[src/rtl/ram_ctrl_pkg.sv]
// Shared definitions for the capture-RAM controller: state encoding and
// default geometry.
package ram_ctrl_pkg;

  localparam int unsigned DEPTH_DEF  = 8;
  localparam int unsigned ADDR_W_DEF = 3;

  typedef logic [1:0] state_t;

  localparam state_t ST_IDLE  = 2'd0;
  localparam state_t ST_WRITE = 2'd1;
  localparam state_t ST_FULL  = 2'd2;
  localparam state_t ST_READ  = 2'd3;

endpackage

[src/rtl/ram_ctrl_fsm_addr_ctr.sv]
// Modulo-DEPTH address counter with synchronous clear, load and increment.
// Priority: reset > clear > load > increment.
module addr_ctr
  import ram_ctrl_pkg::*;
#(
  parameter int unsigned DEPTH  = DEPTH_DEF,
  parameter int unsigned ADDR_W = ADDR_W_DEF
) (
  input  logic              clk,
  input  logic              rst_i,
  input  logic              clr_i,
  input  logic              load_i,
  input  logic [ADDR_W-1:0] load_val_i,
  input  logic              inc_i,
  output logic [ADDR_W-1:0] cnt_o
);

  localparam logic [ADDR_W-1:0] LAST = ADDR_W'(DEPTH - 1);

  logic [ADDR_W-1:0] cnt_q;
  logic [ADDR_W-1:0] cnt_d;

  // Next count; increment wraps at DEPTH-1 so non-power-of-two depths work.
  always_comb begin
    cnt_d = cnt_q;
    if (clr_i) begin
      cnt_d = '0;
    end else if (load_i) begin
      cnt_d = load_val_i;
    end else if (inc_i) begin
      cnt_d = (cnt_q == LAST) ? '0 : cnt_q + ADDR_W'(1);
    end
  end

  // Count register.
  always_ff @(posedge clk) begin
    if (rst_i) begin
      cnt_q <= '0;
    end else begin
      cnt_q <= cnt_d;
    end
  end

  assign cnt_o = cnt_q;

endmodule

[src/rtl/ram_ctrl_fsm.sv]
// Capture-RAM controller: fills a DEPTH-word RAM one-shot or circularly,
// parks in FULL, then reads the captured words back oldest-first.
module ram_ctrl_fsm
  import ram_ctrl_pkg::*;
#(
  parameter int unsigned DEPTH  = DEPTH_DEF,
  parameter int unsigned ADDR_W = ADDR_W_DEF
) (
  input  logic              clk,
  input  logic              i_rst,
  input  logic              i_start,
  input  logic              i_write_full,
  input  logic              i_mode,
  input  logic              i_read_req,
  output logic              o_write_ena,
  output logic              o_read_ena,
  output logic [ADDR_W-1:0] o_addr,
  output logic              o_full_mem_indicator,
  output logic [ADDR_W:0]   o_fill_cnt,
  output logic              o_busy
);

  localparam int unsigned       CNT_W    = ADDR_W + 1;
  localparam logic [CNT_W-1:0]  FILL_MAX = CNT_W'(DEPTH);
  localparam logic [ADDR_W-1:0] LAST     = ADDR_W'(DEPTH - 1);

  state_t             state_q, state_d;
  logic [CNT_W-1:0]   fill_q, fill_d;
  logic [CNT_W-1:0]   rd_rem_q, rd_rem_d;
  logic               wrapped_q, wrapped_d;
  logic               mode_q, mode_d;

  logic               write_ena_q, read_ena_q, full_q, busy_q;

  logic               ctr_clr, ctr_load, ctr_inc;
  logic [ADDR_W-1:0]  ctr_load_val;
  logic [ADDR_W-1:0]  addr;
  logic               addr_last;

  assign addr_last = (addr == LAST);

  // Address generator for both write and read phases.
  addr_ctr #(
    .DEPTH  (DEPTH),
    .ADDR_W (ADDR_W)
  ) u_addr_ctr (
    .clk        (clk),
    .rst_i      (i_rst),
    .clr_i      (ctr_clr),
    .load_i     (ctr_load),
    .load_val_i (ctr_load_val),
    .inc_i      (ctr_inc),
    .cnt_o      (addr)
  );

  // Next-state, counter and address-control logic.
  always_comb begin
    state_d      = state_q;
    fill_d       = fill_q;
    rd_rem_d     = rd_rem_q;
    wrapped_d    = wrapped_q;
    mode_d       = mode_q;
    ctr_clr      = 1'b0;
    ctr_load     = 1'b0;
    ctr_load_val = '0;
    ctr_inc      = 1'b0;

    case (state_q)
      ST_IDLE: begin
        if (i_start) begin
          state_d   = ST_WRITE;
          ctr_clr   = 1'b1;
          fill_d    = '0;
          wrapped_d = 1'b0;
          mode_d    = i_mode;
        end
      end

      ST_WRITE: begin
        // The current word is always written; the address still advances
        // on exit so FULL holds the next write address (oldest word).
        ctr_inc = 1'b1;
        fill_d  = (fill_q == FILL_MAX) ? fill_q : fill_q + CNT_W'(1);
        if (i_write_full) begin
          state_d = ST_FULL;
        end else if (addr_last) begin
          if (mode_q) begin
            wrapped_d = 1'b1;
          end else begin
            state_d = ST_FULL;
          end
        end
      end

      ST_FULL: begin
        if (i_read_req) begin
          state_d      = ST_READ;
          ctr_load     = 1'b1;
          ctr_load_val = wrapped_q ? addr : '0;
          rd_rem_d     = fill_q;
        end
      end

      ST_READ: begin
        if (rd_rem_q == CNT_W'(1)) begin
          state_d  = ST_IDLE;
          ctr_clr  = 1'b1;
          rd_rem_d = '0;
        end else begin
          rd_rem_d = rd_rem_q - CNT_W'(1);
          ctr_inc  = 1'b1;
        end
      end

      default: begin
        state_d = ST_IDLE;
        ctr_clr = 1'b1;
      end
    endcase
  end

  // State and counter registers.
  always_ff @(posedge clk) begin
    if (i_rst) begin
      state_q   <= ST_IDLE;
      fill_q    <= '0;
      rd_rem_q  <= '0;
      wrapped_q <= 1'b0;
      mode_q    <= 1'b0;
    end else begin
      state_q   <= state_d;
      fill_q    <= fill_d;
      rd_rem_q  <= rd_rem_d;
      wrapped_q <= wrapped_d;
      mode_q    <= mode_d;
    end
  end

  // Registered Moore outputs, decoded from the state being entered.
  always_ff @(posedge clk) begin
    if (i_rst) begin
      write_ena_q <= 1'b0;
      read_ena_q  <= 1'b0;
      full_q      <= 1'b0;
      busy_q      <= 1'b0;
    end else begin
      write_ena_q <= (state_d == ST_WRITE);
      read_ena_q  <= (state_d == ST_READ);
      full_q      <= (state_d == ST_FULL);
      busy_q      <= (state_d == ST_WRITE) || (state_d == ST_READ);
    end
  end

  assign o_write_ena          = write_ena_q;
  assign o_read_ena           = read_ena_q;
  assign o_addr               = addr;
  assign o_full_mem_indicator = full_q;
  assign o_fill_cnt           = fill_q;
  assign o_busy               = busy_q;

endmodule

[config.mk]
export PLATFORM = sky130hd
export DESIGN_NAME = ram_ctrl_fsm
export DESIGN_NICKNAME = d
export VERILOG_FILES = /design/src/rtl/ram_ctrl_pkg.sv /design/src/rtl/ram_ctrl_fsm_addr_ctr.sv /design/src/rtl/ram_ctrl_fsm.sv
export SDC_FILE = /design/constraint.sdc
export NUM_CORES = 1
export LEC_CHECK = 0
export BUFFER_PORTS_ARGS = -buffer_cell sky130_fd_sc_hd__clkbuf_2
export CAP_MARGIN = 20
export CORE_UTILIZATION = 37
export DETAILED_ROUTE_END_ITERATION = 10
export GPL_ROUTABILITY_DRIVEN = 0
export PLACE_DENSITY = 0.62
export SLEW_MARGIN = 20
export SYNTH_ARGS = -nofsm -noshare
export SYNTH_HDL_FRONTEND = slang
export SYNTH_SLANG_ARGS = --single-unit
[constraint.sdc]
create_clock -name clk -period 2.1 [get_ports clk]
set_input_delay 0.42 -clock clk [delete_from_list [all_inputs] [get_ports clk]]
set_output_delay 0.42 -clock clk [all_outputs]
set_load 0.005 [all_outputs]
### Yosys cells after proc, flatten, opt, wreduce, memory -nomap -nowiden

Index checks and enable logic that the tools add are counted.

| operators by class | value |
|---|---|
| reductions and logical operators | 11 |
| equality and inequality tests | 16 |
| add/sub/neg operators | 3 |
| mux-type cells | 31 |

Operator list:

| kind | number |
|---|---|
| 2-to-1 mux 3 bit | 6 |
| 2-to-1 mux 4 bit | 4 |
| one-hot mux 4 bit (2 select lines) | 2 |
| 2-to-1 mux 2 bit | 6 |
| inequality test 2 bit (second input constant) | 6 |
| 2-to-1 mux 1 bit | 9 |
| equality test 2 bit (second input constant) | 4 |
| one-hot mux 2 bit (4 select lines) | 1 |
| one-hot mux 1 bit (2 select lines) | 3 |
| AND reduction 2 bit | 3 |
| nonzero test 2 bit | 3 |
| AND reduction 5 bit | 1 |
| adder 4 x 1 -> 4 bit (second input constant) | 1 |
| equality test 2 x 1 -> 1 bit (second input constant) | 2 |
| equality test 4 x 1 -> 1 bit (second input constant) | 1 |
| equality test 4 bit (second input constant) | 1 |
| inequality test 4 bit (second input constant) | 1 |
| subtractor 4 x 1 -> 4 bit (second input constant) | 1 |
| adder 3 x 1 -> 3 bit (second input constant) | 1 |
| equality test 3 bit (second input constant) | 1 |
| AND reduction 3 bit | 1 |
| zero test 2 bit | 1 |
| OR reduction 2 bit | 1 |
| logical OR 1 bit | 1 |

| storage, ports and cells | value |
|---|---|
| register bits after elaboration | 19 |
| input bits | 6 |
| logic and storage cells | 71 |
| output and inout bits | 11 |

### Longest topological paths before layout

Gate-level depths: netlist of run 1.

| depth | value |
|---|---|
| depth in word-level cells | 6 |
| mapped depth | 7 |
| mapped depth without buffers | 6 |

### Hierarchy

Synthesis of run 1 repeated with hierarchy kept, for this count alone.

| unflattened totals | value |
|---|---|
| cell total of the unflattened synthesis | 125 |
| area total of the unflattened synthesis | 1,108.6 µm² |

By module, submodules not included:

| module | sequential area each (µm²) | area an instance (µm²) | cells each | times used |
|---|---|---|---|---|
| ram_ctrl_fsm | 320.3 | 929.6 | 109 | 1 |
| addr_ctr | 60.1 | 178.9 | 16 | 1 |

### Worst setup path after synthesis of run 1

Ideal clock, no wire load.

| timing path | value |
|---|---|
| path kind | flip-flop to flip-flop |
| start | register u_addr_ctr.cnt_q[0], in the netlist u_addr_ctr.cnt_o[0] |
| end | register full_q, in the netlist o_full_mem_indicator |
| path slack | 0.419 ns |
| buffers on the path | 0 |
| library setup time | 0.080 ns |
| clock period less this slack | 1.681 ns |
| required time | 2.020 ns |
| cell stages (with the launch flop) | 7 |
| data arrival time | 1.601 ns |
| path through | dfxtp_1 -> ha_1 -> ha_1 -> nand2b_1 -> a311o_2 -> o22ai_1 -> nor3b_1 |

| between the ends | value |
|---|---|
| word-level cells in the longest chain between the ends | 5 |

RTL lines:

| what | line | RTL |
|---|---|---|
| start, declared | ram_ctrl_fsm_addr_ctr.sv:20 | `logic [ADDR_W-1:0] cnt_q;` |
| start signal, assigned | ram_ctrl_fsm_addr_ctr.sv:40 | `cnt_q <= cnt_d;` |
| equality test 3 bit | ram_ctrl_fsm.sv:40 | `assign addr_last = (addr == LAST);` |
| 2-to-1 mux 2 bit | ram_ctrl_fsm.sv:86 | `end else if (addr_last) begin` |
| 2-to-1 mux 2 bit | ram_ctrl_fsm.sv:84 | `if (i_write_full) begin` |
| one-hot mux 2 bit (4 select lines) | ram_ctrl_fsm.sv:68 | `case (state_q)` |
| equality test 2 bit | ram_ctrl_fsm.sv:149 | `full_q <= (state_d == ST_FULL);` |
| end signal, assigned | ram_ctrl_fsm.sv:149 |  |
| end, declared | ram_ctrl_fsm.sv:33 | `logic write_ena_q, read_ena_q, full_q, busy_q;` |

Every way passes these cells.
A chain may end at the register's enable or synchronous reset.

### Final worst setup path of run 1

| timing path | value |
|---|---|
| start | register state_q[1] |
| end | register full_q, in the netlist o_full_mem_indicator |

| between the ends | value |
|---|---|
| word-level cells in the longest chain between the ends | 5 |
| elaborated cells between the ends (all ways) | 12 |
| classes of those cells | eq/ne (4); mux (7); reduce/logical (1) |

RTL lines:

| what | line | RTL |
|---|---|---|
| start, declared | ram_ctrl_fsm.sv:27 | `state_t state_q, state_d;` |
| start signal, assigned | ram_ctrl_fsm.sv:131 | `state_q <= state_d;` |
| 2-to-1 mux 2 bit | ram_ctrl_fsm.sv:87 | `if (mode_q) begin` |
| 2-to-1 mux 2 bit | ram_ctrl_fsm.sv:86 |  |
| 2-to-1 mux 2 bit | ram_ctrl_fsm.sv:84 |  |
| one-hot mux 2 bit (4 select lines) (*) | ram_ctrl_fsm.sv:68 |  |
| equality test 2 bit (*) | ram_ctrl_fsm.sv:149 |  |

Every way passes the cells marked *; elsewhere a longest branch is shown, timed or not.

==> summary.txt, run 1 <==
Gate power share = 0.189
post-CTS setup buffer count = 0
Critical Path Source Type = register
total net switching power = 212.1 uW
DP Area = 1169 sq um
Top delay family on crit path = compound AO/OA/AOI/OAI gates
max_slew headroom = 0.7140
Post-synth ARST share = 0
Worst Reg-to-Reg Cells = 5
final hold viol count = 0
worst-margin pin slew = 426.4 ps
std cell rows = 19
post-synthesis cell count = 118
DP HPWL = 1682 microns
Synth Cell Area = 1066 sq um
YS warnings = 0
vias post-DR = 909
CTS H-Tree Depth = 1
worst setup path end = o_full_mem_indicator
clock skew = 5.595 ps
Tmin final = 1885 ps
Sequential Power Share = 0.547
Wirelength per Cell = 13.33 microns
fin nets = 155
CTS buffer count = 3
Die Area = 3100 sq um
critical path's slowest cell = dfxtp_1
Reg2Reg Capture Point = o_full_mem_indicator
RSZ-0062 raised after global routing = no
post-route cell area = 1196 sq um
WL final = 2240 microns
Yosys reg bits = 19
max-cap violations = 0
switching part of the total = 0.2947
initial antenna violation count = 0
Die Y-Extent = 55.68 microns
placed cell count = 164
Max IR drop VDD = 0.3577 mV
Pint = 507.7 uW
Slew Limit Fails = 0
global route overflow = 0
final setup TNS = 0 ps
vias per cell = 5.411
first-pass detailed-route iteration total = 4
Finished Layout Cells = 168
Residual DRC = 0
worst reg-to-reg setup slack = 220 ps
reg-to-reg startpoint = state_q[1]
Post-Synth Adder-Cell Area = 0.1291
clk buf depth = 2
CP bufs+invs = 1
Ports = 17
Reg clk slew, reported paths = 110 ps
Starting Density = 0.3899
Post-synth EDFFs = 0
Avg Inst Size Synth = 9.034 sq um
Seq/Total Area, Yosys = 0.3568
Crit Path Max Fanout = 12
Port Buffer Count = 16
Synth Area in XOR/XNOR = 0.03286
Multi-input gate area = 620.6 sq um
share of layout cells above drive strength 1 = 0.1971
register area = 380.4 sq um
Global Route Usage Sum = 0.1518
WP data arrival = 2120 ps
pin count of the biggest net entering global routing = 17
Die X = 55.68 microns
post-cts resize count = 0
worst setup path class = register to register
type of the most critical hold path = input port to register
WP depth = 5
Synth Area in Compound Gates = 0.2171
CP required = 2340 ps
clock share of power = 0.264
Starting DRT DRC Count = 27
dominant synthesized flop cell = dfxtp_1
mux contribution to synthesized area = 0.02113
largest family of logic cells by synthesized area = compound AO/OA/AOI/OAI gates
CTS root buf = clkbuf_4
FMAX = 530.5 MHz
global-route wire length before repair = 3753 microns
vias in the first global route = 829
setup violators final = 0
P_leak = 0.0004796 uW
PnR Total Power = 719.8 uW
slowest cell delay on critical path = 450 ps
period utilisation layout = 0.8976
worst skew pair latency = 300 ps
Pwr Density = 601.8 nW/um^2
Antenna Cells = 0
# hold bufs at CTS = 0
Syn Nets = 135
Filler Cell Count = 279
DRT antenna net count = 0
Sink Count = 19
cell breakdown of the critical path = inv_1 -> ha_1 -> a311o_2 -> o22ai_1 -> nor3b_1
Synth Area in Simple Gates = 0.1819
area delta synth->final = 12.21%
core area = 2734 sq um
status = completed
Critical Path Start = state_q[1]
CP Capture Type = register
synth unique cells = 37
CTS tree = yes
synthesized netlist by cell type (2+ instances only):
master | n | share of area
a211oi_1 | 2 | 0.014
a21oi_1 | 7 | 0.033
a221oi_1 | 3 | 0.025
clkbuf_8 | 2 | 0.026
dfxtp_1 | 19 | 0.36
ha_1 | 11 | 0.13
inv_1 | 9 | 0.032
mux2_2 | 2 | 0.021
nand2_1 | 7 | 0.025
nand3_1 | 2 | 0.0094
nor2_1 | 13 | 0.046
nor3_1 | 5 | 0.023
nor3b_1 | 2 | 0.014
o211ai_1 | 4 | 0.028
o21ai_0 | 5 | 0.023
o21bai_1 | 2 | 0.014
xor2_1 | 3 | 0.025
how the worst min path moves through the flow:
stage | slack (ps) | cells past startpoint | to | startpoint
6_report | 340 | 3 | mode_q | i_mode
5_1_grt | 350 | 3 | mode_q | i_mode
4_1_cts | 340 | 3 | mode_q | i_mode
3_5_place_dp | 470 | 2 | rd_rem_q[1] | rd_rem_q[1]
3_3_place_gp | 460 | 2 | rd_rem_q[1] | rd_rem_q[1]
2_1_floorplan | 440 | 2 | mode_q | mode_q
through the flow:
step,util,worst slack (ps),hold WS [ps]
after floorplan,-,419.1,442.2
after global placement,0.4275,329.1,462.9
after detailed placement,0.4275,237.0,469.0
after CTS,0.4375,206.0,338.5
after global routing,0.4375,97.18,354.6
final,0.4375,215.1,340.1
worst reg2reg max path: cells and delay by family, from the launching register on:
| kind | cells | cell delay [ps] |
|---|---|---|
| AND/OR/NAND/NOR | 1 | 220 |
| adder cells (fa/ha/maj) | 1 | 340 |
| flip-flops | 1 | 450 |
| buffers and inverters | 1 | 110 |
| AO/OA/AOI/OAI | 2 | 710 |
logic make-up (layout without fill, tap and decap cells):
kind of cell / after synthesis / in the layout
AOI/OAI and AO/OA: 32 / 32
xor gates and xnor gates: 4 / 4
adders and majority gates: 11 / 11
buffers and inverters: 12 / 31
DFF: 19 / 19
muxes: 2 / 2
and+or+nand+nor: 38 / 38
cells in the final DEF (no fill, tap or decap), types with 2 or more instances in the layout:
cell type / n
clkbuf_2: 16
a21oi_1: 7
nand2_1: 7
clkbuf_4: 3
nor3_1: 5
ha_1: 11
mux2_2: 2
o21ai_0: 5
a221oi_1: 3
a211oi_1: 2
xor2_1: 3
inv_1: 9
nor3b_1: 2
nand3_1: 2
o211ai_1: 4
dfxtp_1: 19
o21bai_1: 2
buf_4: 2
nor2_1: 13
cell type report:
class | instances | area share
clock buffers | 3 | 0.01883
flip-flops and latches | 19 | 0.3180
inverters | 9 | 0.02824
repair buffers | 18 | 0.07950
clock inverters | 1 | 0.004184
multi-input cells | 87 | 0.5188
well taps | 31 | 0.03243
sequential cells by signal, summed over array words and instances (netlist names):
signal	cells
o_fill_cnt	4
o_read_ena	1
o_write_ena	1
o_full_mem_indicator	1
o_busy	1
state_q	2
wrapped_q	1
rd_rem_q	4
mode_q	1
u_addr_ctr.cnt_o	3
power by group through the flow:
stage / registers (uW) / clock network [uW] / logic (uW)
3_5_place_dp: 402 / 0 / 136
2_1_floorplan: 399 / 0 / 103
3_3_place_gp: 400 / 0 / 136
6_report: 394 / 190 / 136
5_1_grt: 397 / 210 / 152
4_1_cts: 394 / 197 / 137
metal layers:
layer  vias to the layer above  routed length (microns)  GRT usage
li1                        464                        -          -
met1                       423                     1056     0.1890
met2                        17                     1062     0.2478
met3                         5                       77    0.03023
met4                         0                       44    0.07857
met5                         -                        0          0
Note: power is estimated with default switching activity, not from simulation.
==> run 2: changes to the inputs <==
--- a/config.mk
+++ b/config.mk
@@ -5,12 +5,13 @@
 export SDC_FILE = /design/constraint.sdc
 export NUM_CORES = 1
 export LEC_CHECK = 0
+export ABC_AREA = 1
 export BUFFER_PORTS_ARGS = -buffer_cell sky130_fd_sc_hd__clkbuf_2
 export CAP_MARGIN = 20
 export CORE_UTILIZATION = 37
 export DETAILED_ROUTE_END_ITERATION = 10
 export GPL_ROUTABILITY_DRIVEN = 0
-export PLACE_DENSITY = 0.62
+export PLACE_DENSITY = 0.57
 export SLEW_MARGIN = 20
 export SYNTH_ARGS = -nofsm -noshare
 export SYNTH_HDL_FRONTEND = slang
==> summary.txt, run 2 <==
status = completed
Pwr Density = 843.4 nW/um^2 (+40%)
GRT met2 Usage = 0.2731 (+0.02524)
# hold bufs at CTS = 0 (unchanged)
post-route cell area = 1180 sq um (-1.4%)
Yosys top cell area share = 0.3676 (+0.01079)
Sink Count = 19 (unchanged)
RSZ-0062 raised after global routing = no
dominant synthesized flop cell = dfxtp_1
Post-synth EDFFs = 0 (unchanged)
Die Y-Extent = 54.88 microns (-1.4%)
WL final = 2104 microns (-6.1%)
share of layout cells above drive strength 1 = 0.1914 (-0.005722)
vias in the first global route = 833 (+0.48%)
Post-synth ARST share = 0 (unchanged)
Reg clk slew, reported paths = 110 ps (about the same)
Syn Nets = 159 (+18%)
Tmin final = 1578 ps (-307.1 ps)
worst-margin pin slew = 543.5 ps (+117.2 ps)
CP Capture Type = register
CTS buffer count = 3 (unchanged)
Max IR drop VDD = 0.4027 mV (+13%)
WP data arrival = 1770 ps (-350 ps)
post-cts resize count = 0 (unchanged)
YS warnings = 0 (unchanged)
top-count cell post-synth = nand2_1
clk buf depth = 2 (unchanged)
FMAX = 633.8 MHz (+19%)
hold path start = i_rst
core area = 2567 sq um (-6.1%)
reg-to-reg startpoint = state_q[1]
Yosys reg bits = 19 (unchanged)
Starting DRT DRC Count = 20 (-26%)
DP HPWL = 1704 microns (+1.3%)
std cell rows = 18 (-1)
max-cap violations = 0 (unchanged)
Critical Path Start = state_q[1]
Seq/Total Area, Yosys = 0.3676 (+0.01079)
DP Area = 1152 sq um (-1.4%)
Sequential Power Share = 0.451 (-0.096)
global-route wire length before repair = 3422 microns (-8.8%)
first-pass detailed-route iteration total = 4 (unchanged)
clock skew = 3.834 ps (-1.761 ps)
Port Buffer Count = 16 (unchanged)
vias post-DR = 937 (+3.1%)
Synth area leaders = dfxtp_1 37%, ha_1 13%, nand2_1 9.4%, inv_1 8.0%, a21oi_1 7.7%
global route overflow = 0 (unchanged)
Synth area leader = dfxtp_1
register area = 380.4 sq um (unchanged)
Multi-input gate area = 564.3 sq um (-9.1%)
Starting Density = 0.4030 (+0.01309)
post-CTS setup buffer count = 0 (unchanged)
CTS root buf = clkbuf_4
post-synthesis cell count = 142 (+20%)
P_leak = 0.0005807 uW (+21%)
fin nets = 180 (+16%)
top post-synthesis cells by count = 26 x nand2_1, 22 x inv_1, 19 x dfxtp_1
Die Area = 3012 sq um (-2.8%)
synth unique cells = 19 (-49%)
DRT antenna net count = 0 (unchanged)
Most Crowded Layer GR = met2
switching part of the total = 0.3813 (+0.08667)
Filler Cell Count = 268 (-3.9%)
CTS tree = yes
Residual DRC = 0 (unchanged)
most frequent cells in the layout = 26 x nand2_1, 22 x inv_1, 19 x dfxtp_1
setup violators final = 0 (unchanged)
period utilisation layout = 0.7513 (-0.1462)
Synth Cell Area = 1035 sq um (-2.9%)
Ports = 17 (unchanged)
worst skew pair latency = 310 ps (about the same)
final setup TNS = 0 ps (unchanged)
CTS H-Tree Depth = 1 (unchanged)
type of the most critical hold path = input port to register
Gate power share = 0.354 (+0.165)
vias per cell = 4.880 (-9.8%)
commonest non-fill, non-tap cell in the layout = nand2_1
Slew Limit Fails = 0 (unchanged)
pin count of the biggest net entering global routing = 12 (-5)
worst setup path class = register to register
initial antenna violation count = 0 (unchanged)
area delta synth->final = 14.03%
total net switching power = 379.5 uW (+79%)
CP required = 2290 ps (-50 ps)
Global Route Usage Sum = 0.1617 (+0.009854)
Wirelength per Cell = 10.96 microns (-18%)
final hold viol count = 0 (unchanged)
max_slew headroom = 0.6338 (-0.08022)
GR Util met3 = 0.02500 (-0.005233)
Critical Path Source Type = register
clock share of power = 0.195 (-0.069)
M1 GR Usage = 0.1970 (+0.008066)
Antenna Cells = 0 (unchanged)
Avg Inst Size Synth = 7.287 sq um (-19%)
Die X = 54.88 microns (-1.4%)
Crit Path Max Fanout = 6 (-6)
Pint = 615.7 uW (+21%)
-- run 2: final cells by class --
cell class                 instances  area share
sequential                        19      0.3224
clock buffer                       3     0.01909
tap                               30     0.03181
clock inverter                     1    0.004242
inverter                          24     0.07635
multi-input combinational         99      0.4783
timing repair buffer              16     0.06787
-- run 2: path summary, 6_finish.rpt --
kind                   end  depth (start not counted)  slack [ps]
min reg2reg         mode_q                          2         470
max          o_fill_cnt[3]                          9         520
max reg2reg  o_fill_cnt[3]                          9         520
min             o_read_ena                          2         360
-- run 2: cells by family (layout without fill, tap and decap cells) --
| kind of cell | count (synthesis) | after routing | synth area share |
|---|---|---|---|
| DFF | 19 | 19 | 0.3676 |
| and+or+nand+nor | 55 | 55 | 0.2310 |
| buffers and inverters | 24 | 44 | 0.08707 |
| adders and majority gates | 11 | 11 | 0.1330 |
| AOI/OAI and AO/OA | 31 | 31 | 0.1644 |
| xor gates and xnor gates | 2 | 2 | 0.01693 |
-- run 2: power by group through the flow --
stage	Combinational [uW]	Sequential (uW)	Clock (uW)
after detailed placement	351	458	0
after global placement	347	457	0
after global routing	402	457	211
final	352	449	194
after floorplan	255	455	0
after CTS	354	450	197
-- run 2: per-stage QoR --
stage	std cells	total power (uW)	utilization	hold WS, ps	worst slack (ps)
global placement	188	804.1	0.4488	455.0	583.7
global route	192	1070	0.4596	374.0	388.8
floorplan	142	709.7	-	437.4	755.5
detailed placement	188	808.9	0.4488	460.2	536.1
finish	192	995.1	0.4596	359.0	522.2
CTS	192	1001	0.4596	371.3	506.0
-- run 2: layer usage --
metal | vias to the layer above | share of wire
met3 | 4 | 0.041
met4 | 0 | 0.017
met5 | - | 0
met2 | 20 | 0.46
met1 | 417 | 0.48
li1 | 496 | -
-- run 2: critical path: stages (launching register included) --
cell     delay [ps]
dfxtp_1         370
inv_1           120
ha_1            310
inv_2            90
o21ai_2         150
nand2_2         110
inv_2            80
nand2_2          50
nor2_1          120
nor3b_2          50
==> run 3: changes to the inputs <==
--- a/config.mk
+++ b/config.mk
@@ -5,7 +5,7 @@
 export SDC_FILE = /design/constraint.sdc
 export NUM_CORES = 1
 export LEC_CHECK = 0
-export ABC_AREA = 1
+export ABC_AREA = 0
 export BUFFER_PORTS_ARGS = -buffer_cell sky130_fd_sc_hd__clkbuf_2
 export CAP_MARGIN = 20
 export CORE_UTILIZATION = 37
==> constraint.sdc (replaced) <==
create_clock -name clk -period 1.48 [get_ports clk]
set_input_delay 0.296 -clock clk [delete_from_list [all_inputs] [get_ports clk]]
set_output_delay 0.296 -clock clk [all_outputs]
set_load 0.005 [all_outputs]
==> summary.txt, run 3 (same netlist as run 1, synthesis figures left out) <==
status = finished with violations
failing checks = setup timing
setup violators final = 7 (+7)
CTS H-Tree Depth = 1 (unchanged)
cell breakdown of the critical path = inv_2 -> ha_4 -> or3b_4 -> a211o_1 -> a31oi_4 -> nor3b_2
slowest cell delay on critical path = 370 ps (about the same)
Port Buffer Count = 16 (unchanged)
Reg clk slew, reported paths = 110 ps (about the same)
FMAX = 618.8 MHz (-2.4%)
Pwr Density = 717.5 nW/um^2 (-15%)
DP Area = 1388 sq um (+20%)
period utilisation layout = 1.092 (+0.3405)
vias in the first global route = 1036 (+24%)
post-route cell area = 1590 sq um (+35%)
commonest non-fill, non-tap cell in the layout = buf_4
type of the most critical hold path = input port to register
DRT antenna net count = 0 (unchanged)
P_leak = 0.0006524 uW (+12%)
most frequent cells in the layout = 30 x buf_4, 16 x clkbuf_2, 13 x dfxtp_1
Die X = 55.68 microns (+1.4%)
# hold bufs at CTS = 0 (unchanged)
Tmin final = 1616 ps (+38.14 ps)
Wirelength per Cell = 13.10 microns (+20%)
WL final = 2580 microns (+23%)
Worst Reg-to-Reg Cells = 6 (-3)
Die Y-Extent = 55.68 microns (+1.4%)
max-cap violations = 0 (unchanged)
global-route wire length before repair = 4436 microns (+30%)
critical path's slowest cell = or3b_4
CTS buffer count = 3 (unchanged)
vias post-DR = 1043 (+11%)
Slew Limit Fails = 0 (unchanged)
Starting DRT DRC Count = 28 (+40%)
Antenna Cells = 0 (unchanged)
pin count of the biggest net entering global routing = 17 (+5)
share of layout cells above drive strength 1 = 0.5060 (+0.3147)
worst-margin pin slew = 338.4 ps (-205.1 ps)
CP bufs+invs = 1 (-2)
CTS root buf = clkbuf_4
max_slew headroom = 0.7744 (+0.1406)
CP required = 1710 ps (-580 ps)
core area = 2734 sq um (+6.5%)
clk buf depth = 2 (unchanged)
Global Route Usage Sum = 0.1794 (+0.01766)
DP HPWL = 1893 microns (+11%)
Starting Density = 0.3899 (-0.01309)
vias per cell = 5.294 (+8.5%)
CTS tree = yes
RSZ-0062 raised after global routing = yes
worst setup path class = register to register
worst reg-to-reg setup slack = -140 ps (-660 ps)
initial antenna violation count = 0 (unchanged)
Critical Path Source Type = register
final hold viol count = 0 (unchanged)
global route overflow = 0 (unchanged)
Ports = 17 (unchanged)
Residual DRC = 0 (unchanged)
area delta synth->final = 49.18%
hold depth = 3 (+1)
first-pass detailed-route iteration total = 4 (unchanged)
worst skew pair latency = 300 ps (about the same)
fin nets = 184 (+2.2%)
Sink Count = 19 (unchanged)
Top delay family on crit path = simple AND/OR/NAND/NOR gates
WP depth = 6 (-3)
CP Capture Type = register
Max IR drop VDD = 0.4977 mV (+24%)
clock skew = 8.430 ps (+4.596 ps)
Crit Path Max Fanout = 4 (-2)
Final WS setup = -136.0 ps (-658.1 ps)
std cell rows = 19 (+1)
Final Hold Slack = 226.1 ps (-132.9 ps)
WP data arrival = 1840 ps (+70 ps)
Die Area = 3100 sq um (+2.9%)
[run 3: area by class of cell]
type	count	area, sq um
fillers	248	1144
multi-input cells	87	782.0
flip-flops and latches	19	390.4
repair buffers	47	316.6
well taps	31	38.79
inverters	9	36.28
clock buffers	4	26.28
[run 3: layer usage]
layer  vias to the layer above  wire, microns  GRT usage
met3                         4             97    0.02326
met2                        27           1262     0.2960
met1                       491           1182     0.2311
li1                        521              -          -
met4                         0             38    0.08571
met5                         -              0          0
[run 3: per-stage QoR]
step	cells	power, uW	setup TNS, ps	utilization	setup WS [ps]
6_report	197	1141	-579.7	0.5817	-136.0
5_1_grt	197	1211	-1421	0.5817	-234.2
4_1_cts	195	1135	-772.4	0.5524	-147.3
3_5_place_dp	188	836.7	-1230	0.5076	-171.6
3_3_place_gp	188	833.1	-1143	0.5076	-125.4
2_1_floorplan	118	729.4	-219.8	-	-87.11
[run 3: what timing repair did]
| item | 4_1_cts | 5_1_grt |
|---|---|---|
| pin swaps | 9 | 10 |
| buffers inserted | 3 | 3 |
| gates resized for setup | 16 | 16 |
| endpoints found under the setup margin | 17 | 15 |
[run 3: worst paths after layout]
kind                                   from          end
worst min register to register       mode_q       mode_q
worst min-delay path                 i_mode       mode_q
worst max-delay path            rd_rem_q[1]  o_write_ena
worst max register to register  rd_rem_q[1]  o_write_ena
[run 3: report_power, final]
part	internal (uW)	switching [uW]	leakage, uW	total [uW]
Clock	105	159	0.0000150	264
Sequential	536	15.2	0.000157	551
Combinational	169	157	0.000480	326
Total	810	332	0.000652	1140
[run 3: worst register-to-register path: stages (launching register included)]
cell and delay (ps):
dfxtp_2 340, inv_2 60, ha_4 120, or3b_4 370, a211o_1 300, a31oi_4 180
nor3b_2 180
